$ cat src/rtl/event_pkg.sv
// Shared types and constants for the drift-tube event readout sequencer.
package event_pkg;

  typedef enum logic [2:0] {
    IDLE,
    ACQUIRE,
    CHECK,
    HEADER,
    SCAN,
    TRAILER,
    DROP,
    CLEAR
  } state_t;

  localparam logic [7:0]  HEADER_MAGIC    = 8'hA5;
  localparam logic [15:0] TRAILER_WORD    = 16'hFFFF;
  localparam logic [2:0]  TAG_PREFIX      = 3'b101;
  localparam int          N_CH_DEFAULT    = 32;
  localparam int          WORDS_PER_EVENT = N_CH_DEFAULT + 2;

  // Header + one word per channel + trailer.
  function automatic int words_per_event(input int n_ch);
    return n_ch + 2;
  endfunction

  // Low byte of a channel word: fixed prefix plus the channel number.
  function automatic logic [7:0] chan_tag(input logic [4:0] ch);
    return {TAG_PREFIX, ch};
  endfunction

endpackage

$ cat src/rtl/channel_mux.sv
// Registered N_CH:1 byte selector over the packed tube time-capture bus.
module channel_mux #(
  parameter int N_CH = 32,
  parameter int CH_W = 5
) (
  input  logic              clk100,
  input  logic              rst_n,
  input  logic [N_CH*8-1:0] tube_data,
  input  logic [CH_W-1:0]   sel,
  output logic [7:0]        data_q
);

  // Capture the selected channel byte; the caller selects one cycle ahead.
  // NOTE: sequential state uses non-blocking assignments so every register
  // samples pre-edge values, and the reset sits in the sensitivity list so
  // it takes effect without a clock.
  always_ff @(posedge clk100 or negedge rst_n) begin
    if (!rst_n) data_q <= '0;
    else        data_q <= tube_data[{sel, 3'b000} +: 8];
  end

endmodule

$ cat src/rtl/event_readout_sequencer.sv
// Event sequencer: trigger -> acquisition window -> FIFO readout of all tube
// channels (with backpressure and overflow drop) -> tube front-end clear.
module event_readout_sequencer
  import event_pkg::*;
#(
  parameter int N_CH       = 32,
  parameter int ACQ_CYCLES = 256,
  parameter int CLR_CYCLES = 11,
  parameter int FIFO_DEPTH = 1024
) (
  input  logic              clk100,
  input  logic              rst_n,
  input  logic              trig,
  input  logic [N_CH*8-1:0] tube_data,
  input  logic              fifo_full,
  input  logic [9:0]        fifo_wr_count,
  output logic              acq_active,
  output logic              tube_clr,
  output logic [7:0]        tube_cnt,
  output logic [15:0]       fifo_din,
  output logic              fifo_wr_en,
  output logic              busy,
  output logic [15:0]       event_cnt,
  output logic [15:0]       drop_cnt
);

  localparam int CH_W  = (N_CH > 1) ? $clog2(N_CH) : 1;
  localparam int ACQ_W = (ACQ_CYCLES > 1) ? $clog2(ACQ_CYCLES) : 1;
  localparam int CLR_W = (CLR_CYCLES > 1) ? $clog2(CLR_CYCLES) : 1;

  localparam logic [CH_W-1:0]  CH_LAST    = CH_W'(N_CH - 1);
  localparam logic [ACQ_W-1:0] ACQ_LAST   = ACQ_W'(ACQ_CYCLES - 1);
  localparam logic [CLR_W-1:0] CLR_LAST   = CLR_W'(CLR_CYCLES - 1);
  // Above this occupancy a whole event no longer fits, so it is dropped.
  localparam logic [9:0]       DROP_LEVEL = 10'(FIFO_DEPTH - words_per_event(N_CH));

  state_t           state;
  logic             trig_q;
  logic [CH_W-1:0]  ch;
  logic [CH_W-1:0]  ch_sel;
  logic [ACQ_W-1:0] acq_cnt;
  logic [CLR_W-1:0] clr_cnt;
  logic [7:0]       mux_q;

  // Point the mux at the channel that will be current next cycle, so its
  // registered output lines up with ch when the word is written.
  // NOTE: the default assignment first means every path drives ch_sel and
  // no latch is inferred.
  always_comb begin
    ch_sel = ch;
    if (state == SCAN && !fifo_full) ch_sel = ch + CH_W'(1);
  end

  channel_mux #(
    .N_CH (N_CH),
    .CH_W (CH_W)
  ) u_channel_mux (
    .clk100    (clk100),
    .rst_n     (rst_n),
    .tube_data (tube_data),
    .sel       (ch_sel),
    .data_q    (mux_q)
  );

  assign busy = (state != IDLE);

  // Main sequencer FSM with registered outputs and counters.
  always_ff @(posedge clk100 or negedge rst_n) begin
    if (!rst_n) begin
      state      <= IDLE;
      trig_q     <= 1'b0;
      ch         <= '0;
      acq_cnt    <= '0;
      clr_cnt    <= '0;
      acq_active <= 1'b0;
      tube_clr   <= 1'b0;
      tube_cnt   <= 8'd1;
      fifo_din   <= '0;
      fifo_wr_en <= 1'b0;
      event_cnt  <= '0;
      drop_cnt   <= '0;
    end else begin
      // Tracked in every state so a trig held high never looks like a new edge.
      trig_q     <= trig;
      fifo_wr_en <= 1'b0;
      case (state)
        IDLE: begin
          if (trig && !trig_q) begin
            state      <= ACQUIRE;
            acq_active <= 1'b1;
            tube_cnt   <= 8'd1;
            acq_cnt    <= '0;
          end
        end
        ACQUIRE: begin
          if (tube_cnt != 8'hFF) tube_cnt <= tube_cnt + 8'd1;
          if (acq_cnt == ACQ_LAST) begin
            state      <= CHECK;
            acq_active <= 1'b0;
          end else begin
            acq_cnt <= acq_cnt + ACQ_W'(1);
          end
        end
        CHECK: begin
          ch    <= '0;
          state <= (fifo_wr_count > DROP_LEVEL) ? DROP : HEADER;
        end
        HEADER: begin
          if (!fifo_full) begin
            fifo_din   <= {HEADER_MAGIC, event_cnt[7:0]};
            fifo_wr_en <= 1'b1;
            state      <= SCAN;
          end
        end
        SCAN: begin
          if (!fifo_full) begin
            fifo_din   <= {mux_q, chan_tag(5'(ch))};
            fifo_wr_en <= 1'b1;
            ch         <= ch + CH_W'(1);
            if (ch == CH_LAST) state <= TRAILER;
          end
        end
        TRAILER: begin
          if (!fifo_full) begin
            fifo_din   <= TRAILER_WORD;
            fifo_wr_en <= 1'b1;
            event_cnt  <= event_cnt + 16'd1;
            state      <= CLEAR;
            tube_clr   <= 1'b1;
            tube_cnt   <= 8'd1;
            clr_cnt    <= '0;
          end
        end
        DROP: begin
          if (drop_cnt != 16'hFFFF) drop_cnt <= drop_cnt + 16'd1;
          state    <= CLEAR;
          tube_clr <= 1'b1;
          tube_cnt <= 8'd1;
          clr_cnt  <= '0;
        end
        CLEAR: begin
          tube_cnt <= 8'd1;
          if (clr_cnt == CLR_LAST) begin
            state    <= IDLE;
            tube_clr <= 1'b0;
          end else begin
            clr_cnt <= clr_cnt + CLR_W'(1);
          end
        end
        default: state <= IDLE;
      endcase
    end
  end

endmodule

$ cat config.mk
export PLATFORM = sky130hd
export DESIGN_NAME = event_readout_sequencer
export DESIGN_NICKNAME = d
export VERILOG_FILES = /design/src/rtl/event_pkg.sv /design/src/rtl/channel_mux.sv /design/src/rtl/event_readout_sequencer.sv
export SDC_FILE = /design/constraint.sdc
export NUM_CORES = 1
export LEC_CHECK = 0
export ABC_AREA = 1
export CORE_UTILIZATION = 40
export CTS_CLUSTER_DIAMETER = 60
export DETAILED_ROUTE_END_ITERATION = 8
export GPL_ROUTABILITY_DRIVEN = 0
export GPL_TIMING_DRIVEN = 1
export PLACE_DENSITY = 0.79
export SLEW_MARGIN = 30
export SYNTH_ARGS = -nofsm -noshare
export SYNTH_HDL_FRONTEND = slang
export SYNTH_SLANG_ARGS = --single-unit
$ cat constraint.sdc
create_clock -name clk100 -period 2.11 [get_ports clk100]
set_input_delay 0.633 -clock clk100 [delete_from_list [all_inputs] [get_ports clk100]]
set_output_delay 0.633 -clock clk100 [all_outputs]
set_load 0.05 [all_outputs]
==> results.rst, run 1 <==
.. list-table::
   :header-rows: 1

   * - Metric
     - Value
   * - Run status
     - finished, violations left
   * - Violated checks
     - negative setup slack
   * - Buf/Inv on CP
     - 4
   * - Flop and latch count out of synthesis
     - 88
   * - Final critical delay including setup and external delays
     - around 2.2 ns
   * - Critical path depth
     - 14
   * - Die span in y
     - 141.0 microns
   * - Wire length of the first global-routing pass
     - about 46,000 microns
   * - Hold-fix buffer count after cts
     - 0
   * - Initial standard-cell utilization of the core
     - 41.05%
   * - Finished Core Util
     - a little under three quarters
   * - Number of primary I/O pins
     - 330
   * - Clock latency on the worst-skew pair
     - 0.35 ns
   * - Pwr dens
     - about 1100 mW/mm^2
   * - Sum of negative setup slack
     - -0.08372 ns
   * - Clock root buffer
     - sky130_fd_sc_hd__clkbuf_16
   * - Crit path arrival time
     - about 2.4 ns
   * - CTS H-tree lvls
     - 3
   * - Netlist cell types
     - 40
   * - Global-route layer with the greatest usage
     - met2
   * - Share of post-route cells with drive strength above 1
     - between 20% and 30%
   * - Crit-path cells
     - inv_2 > ha_4 > buf_6 > nand4_1 > nand2_4 > buf_6 > buf_12 > nand2_1 > nand3_1 > nand3_2 > nand3_2 > nand2_1 > nand2_1 > nand2_1
   * - Hold/Removal Path Class
     - in2async
   * - Count of antenna-violating nets left after detailed routing
     - 0
   * - Clock Sink Count
     - 88
   * - Pins over their slew limit
     - 0
   * - Worst Setup Path Type
     - reg2reg
   * - Pin count of the biggest net entering global routing
     - 37
   * - DRT Wirelength
     - 32,150 microns
   * - Slowest cell on the critical path
     - sky130_fd_sc_hd__dfrtp_1
   * - Peak clock frequency supported by timing
     - approximately 460 MHz
   * - Primary flip-flop cell chosen by synthesis mapping
     - sky130_fd_sc_hd__dfrtp_1
   * - Type of destination of the critical path
     - flop
   * - Clock buffer depth
     - 2
   * - DR vias
     - around 10,000
   * - Area added between synthesis and finish
     - 75.25%
   * - Die boundary width
     - approximately 140 microns
   * - Vias in the first global route
     - about 9,200
   * - Dominant cell type by area after synthesis
     - sky130_fd_sc_hd__dfrtp_1
   * - Global-route met2 utilization
     - 51.85%
   * - Asr flop ratio synth
     - between 90% and 100%
   * - Number of enable-type register cells in the synthesized netlist
     - 0
   * - Total die area
     - a little under 0.02 sq mm
   * - Crit path required time
     - 2.35 ns
   * - Met3 demand-to-capacity share in global routing
     - 4.789%
   * - Final Hold Violating Endpoints
     - 0
   * - Setup crit start kind
     - flop
   * - Leading post-synthesis cells by cell area
     - sky130_fd_sc_hd__dfrtp_1 (28%), sky130_fd_sc_hd__nand3_1 (17%), sky130_fd_sc_hd__nand2_1 (17%), sky130_fd_sc_hd__inv_1 (14%), sky130_fd_sc_hd__buf_2 (3.0%)
   * - Number of violations of the max-capacitance limit
     - 0
   * - Post-synthesis area per instance
     - about 6 sq um
   * - Met1 routing resource usage after global routing
     - 34.50%
   * - Average via count per standard cell
     - slightly above 5
   * - Family of cells with the greatest summed delay on the critical path
     - simple AND/OR/NAND/NOR gates
   * - Lkg Pwr
     - roughly 0.0070 uW
   * - CTS tree
     - yes
   * - Number of antenna violations at the first check in global routing
     - 1
   * - Logic depth of the worst register-to-register path
     - 14
   * - Detailed-routing iteration count for the pre-antenna-repair pass
     - 7
   * - Most common cell after layout, fill and taps aside
     - sky130_fd_sc_hd__nand2_1
   * - Synthesized instance count
     - 1,288
   * - Core Box Area
     - about 0.019 sq mm
   * - Total number of yosys warnings
     - 0
   * - Combined area of all synthesized cells
     - between 0.007 and 0.008 sq mm
   * - Net count reported at finish
     - approximately 2,000
   * - Highest ir drop seen on vdd
     - just under 0.5 mV
   * - Final setup violating endpoints
     - 3
   * - Final worst-path cycle share
     - 102.1%
   * - R2r endpoint
     - u_channel_mux.data_q[3]
   * - Area share of the largest cell type after synthesis
     - between 20% and 30%
   * - Clock Skew
     - ~0.013 ns
   * - Reg-to-Reg Start
     - state[1]
   * - Most frequent cells in the layout
     - sky130_fd_sc_hd__nand2_1 (330), sky130_fd_sc_hd__inv_1 (286), sky130_fd_sc_hd__clkdlybuf4s50_1 (267)
   * - Total routing usage reported by global routing
     - between 20% and 30%
   * - Transition at the pin with the smallest max-transition slack
     - around 0.4 ns
   * - Setup repair after global routing missed its margin
     - yes
   * - Worst path most repeated cell
     - sky130_fd_sc_hd__nand2_1
   * - Register-to-register path setup slack
     - -0.04 ns
   * - Largest stage delay on the critical path
     - between 0.3 and 0.4 ns
   * - Port bufs
     - about 330
   * - Sequential share of the synthesized area
     - roughly 29%
   * - Half-perimeter wire length after placement
     - about 22,000 microns
   * - Worst Hold Slack
     - 0.2078 ns
   * - Highest net fanout along the worst path
     - 10
   * - Number of DRC violations after detailed routing
     - 0
   * - Headroom to the max-slew limit
     - between 70% and 80%
   * - Final worst slack
     - -0.04386 ns
   * - Initial detailed-routing violation count
     - between 600 and 700
   * - Placement row count
     - 50
   * - Cts bufs inserted
     - 9
   * - Global route total overflow
     - 0
   * - Final routed wire length divided by cell count
     - around 17 microns
   * - Clock edge transition at the registers on the reported setup and hold paths
     - 0.08 ns
   * - Nets in the synthesized netlist
     - around 1,600
cell usage after synthesis, types with 2 or more instances:
cell	number
sky130_fd_sc_hd__nand2_1	353
sky130_fd_sc_hd__inv_1	290
sky130_fd_sc_hd__nand3_1	267
sky130_fd_sc_hd__dfrtp_1	87
sky130_fd_sc_hd__nor2_1	49
sky130_fd_sc_hd__buf_2	47
sky130_fd_sc_hd__nand3b_1	25
sky130_fd_sc_hd__o21ai_0	25
sky130_fd_sc_hd__xor2_1	19
sky130_fd_sc_hd__a21oi_1	16
sky130_fd_sc_hd__nand4_1	14
sky130_fd_sc_hd__xnor2_1	13
sky130_fd_sc_hd__ha_1	12
sky130_fd_sc_hd__clkbuf_1	10
sky130_fd_sc_hd__a31oi_1	9
sky130_fd_sc_hd__nor3_1	8
sky130_fd_sc_hd__inv_2	5
sky130_fd_sc_hd__o21ai_1	5
sky130_fd_sc_hd__o22ai_1	5
sky130_fd_sc_hd__nor2_2	4
sky130_fd_sc_hd__o21ai_2	3
sky130_fd_sc_hd__o31ai_1	3
sky130_fd_sc_hd__nor2_4	2
logic make-up (layout without fill, tap and decap cells):
family          count (synthesis)  count (layout)  synth area share (%)
compound gates                 74              74                 5.698
xor+xnor                       32              32                 3.626
fa+ha+maj                      12              12                 1.942
buf+inv                       354             745                 18.10
flops                          88              88                 28.50
mux                             1               1                0.1457
other cells                     0               1                     0
simple gates                  727             727                 41.99
layout make-up:
class,instances,area (sq um)
antenna,1,2.502
fill,1426,5284
inverter,295,1119
sequential,88,2205
timing repair buffer,433,4669
multi-input combinational,846,4937
tap,260,325.3
clock inverter,6,52.55
clock buffer,10,229.0
timing repair inverter,1,7.507
sequential cells by signal (all words and copies together) (netlist names):
signal                cells
tube_cnt                  8
acq_active                1
clr_cnt                   4
ch                        5
fifo_din                 16
acq_cnt                   8
state                     3
event_cnt                16
fifo_wr_en                1
trig_q                    1
drop_cnt                 16
tube_clr                  1
u_channel_mux.data_q      8
layer usage:
metal  part of all wire [%]  vias to the layer above
li1                       -                     4760
met1                     37                     4620
met2                     51                      534
met3                    7.0                      127
met4                    5.5                        0
met5                      0                        -
worst max path at each step:
stage	from	to	slack, ns
4_1_cts	state[1]	fifo_din[7]	0.01
2_1_floorplan	state[0]	acq_cnt[7]	0.07
3_3_place_gp	fifo_full	u_channel_mux.data_q[3]	-0.54
5_1_grt	state[1]	u_channel_mux.data_q[1]	-0.15
3_5_place_dp	fifo_full	u_channel_mux.data_q[2]	-0.56
6_report	state[1]	u_channel_mux.data_q[3]	-0.04
report_power, final:
part	switching (uW)	total [uW]	internal [uW]
Clock	717	1530	815
Combinational	5830	10400	4590
Sequential	342	2420	2080
metrics by stage:
| step | total power (uW) | instance area (sq um) | instances | setup WS, ns |
|---|---|---|---|---|
| after global routing | 15210 | 13550 | 1940 | -0.1452 |
| after global placement | 9908 | 11620 | 1882 | -0.5377 |
| after CTS | 12650 | 12450 | 1919 | 0.01200 |
| after floorplan | 7104 | 7730 | 1288 | 0.06852 |
| after detailed placement | 10050 | 11620 | 1882 | -0.5615 |
| final | 14380 | 13550 | 1940 | -0.04386 |
what timing repair did:
| action | 4_1_cts | 5_1_grt |
|---|---|---|
| pin swaps | 4 | 51 |
| endpoints found under the setup margin | 8 | 39 |
| gates resized for setup | 39 | 166 |
| gates cloned | 8 | 16 |
| buffers inserted | 13 | 5 |
Power figures use the tool's default switching activity.
==> run 2: changes to the inputs <==
- CTS_BUF_LIST: default -> sky130_fd_sc_hd__clkbuf_4
==> run 2 against run 1 <==
The run still ends with negative setup slack left. Utilization is 2.3 points lower. Wire length is 0.76% lower. Combinational power hardly changed. Clock power is 41% lower. Via count is 0.57% lower. Worst hold slack worse by 0.14 ns. Critical path type is now in2reg.
==> results.rst, run 2 (synthesized netlist as in run 1, its figures left out) <==
.. list-table::
   :header-rows: 1

   * - Metric
     - Value
   * - Hold/Removal Path Class
     - in2async
   * - DRT Wirelength
     - 31,910 microns (-0.76%)
   * - Type of destination of the critical path
     - flop
   * - Clock Sink Count
     - 88 (unchanged)
   * - Final worst-path cycle share
     - 102.2% (about the same)
   * - Die boundary width
     - 141.0 microns (unchanged)
   * - Cts bufs inserted
     - 9 (unchanged)
   * - Peak clock frequency supported by timing
     - 463.9 MHz (about the same)
   * - Headroom to the max-slew limit
     - 74.11% (+0.23 points)
   * - Total die area
     - 0.01989 sq mm (unchanged)
   * - Clock buffer depth
     - 2 (unchanged)
   * - Worst Hold Slack
     - 0.06704 ns (-0.1408 ns)
   * - Average via count per standard cell
     - 5.144 (-0.62%)
   * - Number of DRC violations after detailed routing
     - 0 (unchanged)
   * - Met3 demand-to-capacity share in global routing
     - 4.042% (-0.75 points)
   * - Setup repair after global routing missed its margin
     - yes
   * - CTS tree
     - yes
   * - Global-route met2 utilization
     - 50.01% (-1.8 points)
   * - Crit path arrival time
     - 2.54 ns (+0.15 ns)
   * - Detailed-routing iteration count for the pre-antenna-repair pass
     - 7 (unchanged)
   * - Final critical delay including setup and external delays
     - 2.156 ns (+0.001806 ns)
   * - Final worst slack
     - -0.04566 ns (-0.001806 ns)
   * - Vias in the first global route
     - 8,915 (-2.7%)
   * - Placement row count
     - 50 (unchanged)
   * - Clock latency on the worst-skew pair
     - 0.47 ns (+0.12 ns)
   * - DR vias
     - 9,984 (-0.57%)
   * - Global-route layer with the greatest usage
     - met2
   * - Area added between synthesis and finish
     - 69.68%
   * - Pin count of the biggest net entering global routing
     - 38 (+2.7%)
   * - Clock edge transition at the registers on the reported setup and hold paths
     - 0.16 ns (+0.08 ns)
   * - Number of primary I/O pins
     - 330 (unchanged)
   * - Run status
     - finished, violations left
   * - Setup crit start kind
     - input pin
   * - Final Instance Area
     - 0.01312 sq mm (-3.2%)
   * - Most common cell after layout, fill and taps aside
     - sky130_fd_sc_hd__nand2_1
   * - Hold-fix buffer count after cts
     - 0 (unchanged)
   * - Leading registers by flop count
     - drop_cnt: 16 flops, event_cnt: 16 flops, fifo_din: 16 flops
   * - Worst setup path start
     - fifo_full
   * - Pwr dens
     - 1019 mW/mm^2 (-4.0%)
   * - Half-perimeter wire length after placement
     - 22,380 microns (unchanged)
   * - Lkg Pwr
     - 0.006778 uW (-3.0%)
   * - Die span in y
     - 141.0 microns (unchanged)
   * - Most frequent cells in the layout
     - sky130_fd_sc_hd__nand2_1 (322), sky130_fd_sc_hd__inv_1 (284), sky130_fd_sc_hd__clkdlybuf4s50_1 (268)
   * - Clock root buffer
     - sky130_fd_sc_hd__clkbuf_4
   * - Violated checks
     - negative setup slack
   * - Pins over their slew limit
     - 0 (unchanged)
   * - Final setup violating endpoints
     - 9 (+6)
   * - Port bufs
     - 329 (unchanged)
   * - Initial detailed-routing violation count
     - 692 (+2.2%)
   * - Total routing usage reported by global routing
     - 28.02% (-1.2 points)
   * - Highest net fanout along the worst path
     - 6 (-4)
   * - Crit path required time
     - 2.49 ns (+0.14 ns)
   * - Count of placed standard cells including taps
     - 1,882 (unchanged)
   * - Global route total overflow
     - 0 (unchanged)
   * - Final routed wire length divided by cell count
     - 16.44 microns (-0.81%)
   * - Placed cell areas
     - 0.01162 sq mm (unchanged)
   * - Number of antenna violations at the first check in global routing
     - 1 (unchanged)
   * - Count of antenna-violating nets left after detailed routing
     - 0 (unchanged)
   * - Clock Skew
     - 0.01899 ns (+0.006008 ns)
   * - Core Box Area
     - 0.01883 sq mm (unchanged)
   * - Number of violations of the max-capacitance limit
     - 0 (unchanged)
   * - Share of post-route cells with drive strength above 1
     - 19.76% (-1.3 points)
   * - Wire length of the first global-routing pass
     - 43,950 microns (-3.8%)
   * - Worst Setup Path Type
     - in2reg
   * - Transition at the pin with the smallest max-transition slack
     - 0.3884 ns (-0.003455 ns)
   * - CTS H-tree lvls
     - 3 (unchanged)
   * - Reg-to-Reg Start
     - state[1]
   * - Initial standard-cell utilization of the core
     - 41.05% (unchanged)
   * - Highest ir drop seen on vdd
     - 0.5425 mV (+9.5%)
   * - Net count reported at finish
     - 1,957 (+0.051%)
   * - Finished Core Util
     - 69.65% (-2.3 points)
   * - Cell Count, Final, Fillers Out
     - 1,941 (+0.052%)
   * - Met1 routing resource usage after global routing
     - 33.30% (-1.2 points)
   * - Final Hold Violating Endpoints
     - 0 (unchanged)
[run 2: routing by layer]
layer  part of all wire [%]  up-vias
met5                      0        -
met4                    5.5        0
met3                    6.6      138
met2                     50      524
met1                     38     4555
li1                       -     4767
[run 2: area by class of cell]
cell class / instances / area, sq um
Clock inverter: 6 / 52.55
Clock buffer: 10 / 75.07
Timing Repair Buffer: 432 / 4556
Inverter: 295 / 1116
Tap cell: 260 / 325.3
Fill cell: 1499 / 5714
Timing Repair inverter: 1 / 7.507
Multi-Input combinational cell: 848 / 4777
Sequential cell: 88 / 2205
Antenna cell: 1 / 2.502
[run 2: metrics by stage]
step | setup TNS, ns | total power [uW] | worst slack, ns
5_1_grt | -1.299 | 14180 | -0.1671
3_3_place_gp | -6.374 | 9908 | -0.5377
6_report | -0.1853 | 13370 | -0.04566
4_1_cts | -0.04693 | 11290 | -0.01743
3_5_place_dp | -6.717 | 10050 | -0.5615
2_1_floorplan | 0 | 7104 | 0.06852
[run 2: worst paths after layout]
path,end,slack [ns],depth (start not counted)
worst max-delay path,u_channel_mux.data_q[2],-0.05,15
worst min-delay path,fifo_din[0],0.07,1
worst max register to register,u_channel_mux.data_q[2],-0.05,15
worst min register to register,event_cnt[15],0.48,1
max in group asynchronous,u_channel_mux.data_q[3],1.48,2
min in group clk100,event_cnt[15],0.48,1
[run 2: timing repair]
action                                  4_1_cts  5_1_grt
pin swaps                                     2       22
resized for setup                            14      156
cloned                                        2       23
setup buffers                                 3       14
endpoints found under the setup margin       11       42
[run 2: worst max-delay path, cell delays in order]
cell	delay (ns)
sky130_fd_sc_hd__clkdlybuf4s50_1	0.44
sky130_fd_sc_hd__inv_2	0.11
sky130_fd_sc_hd__buf_4	0.12
sky130_fd_sc_hd__nand4_1	0.12
sky130_fd_sc_hd__buf_6	0.19
sky130_fd_sc_hd__nand2_8	0.11
sky130_fd_sc_hd__buf_8	0.15
sky130_fd_sc_hd__clkbuf_16	0.15
sky130_fd_sc_hd__nand2_1	0.06
sky130_fd_sc_hd__nand3_1	0.08
sky130_fd_sc_hd__nand3_1	0.09
sky130_fd_sc_hd__nand3_2	0.11
sky130_fd_sc_hd__nand2_1	0.06
sky130_fd_sc_hd__nand2_1	0.05
sky130_fd_sc_hd__nand2_1	0.06
[run 2: report_power, final]
group          switching [uW]  internal (uW)
combinational            5730           4320
clock                     634            271
sequential                340           2070
==> run 3: changes to the inputs <==
- CORE_MARGIN: default -> 4
==> run 3 against run 2 <==
The run still ends with negative setup slack left. Critical path type is now reg2reg. Wire length decreased by 3.0%. Combinational power barely moved. Clock skew increased by 0.011 ns. Largest power group unchanged. Clock-buffer cell count fell by 1. Sequential share of layout area rose by 0.097 points.
==> results.rst, run 3 (synthesized netlist as in run 1, its figures left out) <==
.. list-table::
   :header-rows: 1

   * - Metric
     - Value
   * - Pin count of the biggest net entering global routing
     - 44 (+16%)
   * - Setup crit start kind
     - flop
   * - Final Instance Area
     - 0.01304 sq mm (-0.57%)
   * - Total die area
     - 0.02161 sq mm (+8.7%)
   * - Crit-path cells
     - inv_2 > ha_4 > buf_6 > nand4_1 > nand2_4 > buf_12 > buf_12 > clkbuf_16 > nand2_1 > nand3_1 > nand3_1 > nand3_1 > nand2_1 > nand2_1 > nand2_1
   * - Global route total overflow
     - 0 (unchanged)
   * - Vias in the first global route
     - 9,471 (+6.2%)
   * - Crit path arrival time
     - 2.61 ns (+0.07 ns)
   * - Clock edge transition at the registers on the reported setup and hold paths
     - 0.17 ns (about the same)
   * - Initial detailed-routing violation count
     - 608 (-12%)
   * - # fillers
     - 1,558 (+3.9%)
   * - Max layer used
     - met4
   * - Number of DRC violations after detailed routing
     - 0 (unchanged)
   * - Placement row count
     - 50 (unchanged)
   * - Detailed-routing iteration count for the pre-antenna-repair pass
     - 8 (+1)
   * - Wire length of the first global-routing pass
     - 47,500 microns (+8.1%)
   * - Core Box Area
     - 0.01883 sq mm (unchanged)
   * - Final worst slack
     - -0.1069 ns (-0.06123 ns)
   * - Violated checks
     - negative setup slack
   * - Final critical delay including setup and external delays
     - 2.217 ns (+0.06123 ns)
   * - Port bufs
     - 329 (unchanged)
   * - Buf/Inv on CP
     - 5 (-1)
   * - Hold/Removal Path Class
     - in2async
   * - Transition at the pin with the smallest max-transition slack
     - 0.4205 ns (+0.03212 ns)
   * - Clock buffer depth
     - 2 (unchanged)
   * - Largest stage delay on the critical path
     - 0.43 ns (about the same)
   * - CTS H-tree lvls
     - 3 (unchanged)
   * - Family of cells with the greatest summed delay on the critical path
     - simple AND/OR/NAND/NOR gates
   * - Pins over their slew limit
     - 0 (unchanged)
   * - Total met2 wirelength after detailed routing
     - 16,110 microns (+1.0%)
   * - Count of antenna-violating nets left after detailed routing
     - 0 (unchanged)
   * - Number of antenna violations at the first check in global routing
     - 2 (+1)
   * - Worst path most repeated cell
     - sky130_fd_sc_hd__nand2_1
   * - Leading registers by flop count
     - drop_cnt: 16 flops, event_cnt: 16 flops, fifo_din: 16 flops
   * - Final worst-path cycle share
     - 105.1% (+2.9 points)
   * - Most common cell after layout, fill and taps aside
     - sky130_fd_sc_hd__nand2_1
   * - Die boundary width
     - 147.0 microns (+4.3%)
   * - Routed length on met3
     - 1951 microns (-7.0%)
   * - Most frequent cells in the layout
     - sky130_fd_sc_hd__nand2_1 (320), sky130_fd_sc_hd__inv_1 (286), sky130_fd_sc_hd__clkdlybuf4s50_1 (267)
   * - Clock Sink Count
     - 88 (unchanged)
   * - Setup repair after global routing missed its margin
     - yes
   * - Number of primary I/O pins
     - 330 (unchanged)
   * - Clock Skew
     - 0.03043 ns (+0.01144 ns)
   * - Clock latency on the worst-skew pair
     - 0.47 ns (about the same)
   * - DRT Wirelength
     - 30,960 microns (-3.0%)
   * - Seq. cell area
     - 0.002205 sq mm (unchanged)
   * - Total design power
     - 13,470 uW (+0.77%)
   * - Metal1 wirelength
     - 11,670 microns (-3.6%)
   * - Multi-input logic area
     - 0.004657 sq mm (-2.5%)
   * - Die span in y
     - 147.0 microns (+4.3%)
   * - Finished Core Util
     - 69.26% (-0.40 points)
   * - Highest net fanout along the worst path
     - 5 (-1)
   * - Final setup violating endpoints
     - 8 (-1)
   * - Highest ir drop seen on vdd
     - 0.7313 mV (+35%)
   * - Area added between synthesis and finish
     - 68.71%
   * - Lkg Pwr
     - 0.006772 uW (about the same)
   * - Peak clock frequency supported by timing
     - 451.1 MHz (-2.8%)
   * - DR vias
     - 9,802 (-1.8%)
   * - Final Hold Violating Endpoints
     - 0 (unchanged)
   * - Hold-fix buffer count after cts
     - 0 (unchanged)
   * - Final routed wire length divided by cell count
     - 15.95 microns (-3.0%)
   * - Average via count per standard cell
     - 5.050 (-1.8%)
   * - Headroom to the max-slew limit
     - 71.90% (-2.2 points)
   * - Initial standard-cell utilization of the core
     - 41.05% (unchanged)
   * - Half-perimeter wire length after placement
     - 23,040 microns (+3.0%)
   * - Run status
     - finished, violations left
   * - Clock root buffer
     - sky130_fd_sc_hd__clkbuf_4
   * - Crit path required time
     - 2.50 ns (about the same)
   * - Type of destination of the critical path
     - flop
   * - Share of post-route cells with drive strength above 1
     - 19.18% (-0.58 points)
   * - CTS tree
     - yes
   * - Number of violations of the max-capacitance limit
     - 0 (unchanged)
   * - Net count reported at finish
     - 1,956 (-0.051%)
   * - Pwr dens
     - 1033 mW/mm^2 (+1.3%)
   * - Total routing usage reported by global routing
     - 26.83% (-1.2 points)
   * - Cts bufs inserted
     - 9 (unchanged)
   * - Slowest cell on the critical path
     - sky130_fd_sc_hd__dfrtp_1
   * - Placed cell areas
     - 0.01170 sq mm (+0.62%)
   * - Worst Setup Path Type
     - reg2reg
## run 3: final timing paths
check                         startpoint                 endpoint  slack, ns  cells after the start
hold / removal                     rst_n                    ch[3]       0.04                      1
min in group clk100        event_cnt[15]            event_cnt[15]       0.49                      1
setup reg to reg                state[1]  u_channel_mux.data_q[5]      -0.11                     15
max in group asynchronous          rst_n              tube_cnt[0]       1.50                      2
setup / recovery                state[1]  u_channel_mux.data_q[5]      -0.11                     15
hold reg to reg            event_cnt[15]            event_cnt[15]       0.49                      1
## run 3: stage by stage
stage	setup TNS, ns	hold WS, ns	setup WS (ns)	std cells
3_5_place_dp	-7.391	0.4712	-0.5813	1890
3_3_place_gp	-6.984	0.4606	-0.5933	1890
4_1_cts	-0.03481	0.02830	-0.008496	1932
5_1_grt	-1.356	0.01746	-0.1861	1941
2_1_floorplan	0	0.3374	0.06852	1288
6_report	-0.6630	0.03775	-0.1069	1941
## run 3: worst register-to-register path, stage by stage (launching register included)
cell and delay [ns]:
sky130_fd_sc_hd__dfrtp_1 0.43, sky130_fd_sc_hd__inv_2 0.09, sky130_fd_sc_hd__ha_4 0.16, sky130_fd_sc_hd__buf_6 0.11, sky130_fd_sc_hd__nand4_1 0.22, sky130_fd_sc_hd__nand2_4 0.21
sky130_fd_sc_hd__buf_12 0.13, sky130_fd_sc_hd__buf_12 0.13, sky130_fd_sc_hd__clkbuf_16 0.15, sky130_fd_sc_hd__nand2_1 0.05, sky130_fd_sc_hd__nand3_1 0.11, sky130_fd_sc_hd__nand3_1 0.09
sky130_fd_sc_hd__nand3_1 0.10, sky130_fd_sc_hd__nand2_1 0.06, sky130_fd_sc_hd__nand2_1 0.06, sky130_fd_sc_hd__nand2_1 0.05
## run 3: layer usage
layer | global-route usage [%] | vias up
li1 | - | 4763
met1 | 31.12 | 4541
met2 | 49.34 | 421
met3 | 4.442 | 77
met4 | 10.25 | 0
met5 | 0 | -
## run 3: report_power, final
group / leakage, uW / switching [uW] / internal (uW) / total, uW
registers: 0.00112 / 309 / 2070 / 2380
clock network: 0.0000730 / 642 / 372 / 1010
logic: 0.00558 / 5560 / 4520 / 10100
total: 0.00677 / 6510 / 6970 / 13500
## run 3: timing repair
action | in CTS | in global routing
cloned | 11 | 5
setup buffers | 16 | 4
resized for setup | 41 | 104
pin swaps | 16 | 63
setup endpoints to repair | 10 | 33
## run 3: final cells by class
type / instances / share of cell area (%)
multi-input cells: 846 / 35.71
repair buffers: 434 / 35.21
flip-flops and latches: 88 / 16.90
inverters: 295 / 8.491
well taps: 260 / 2.494
clock inverters: 7 / 0.6332
clock buffers: 9 / 0.5181
diodes: 2 / 0.03838
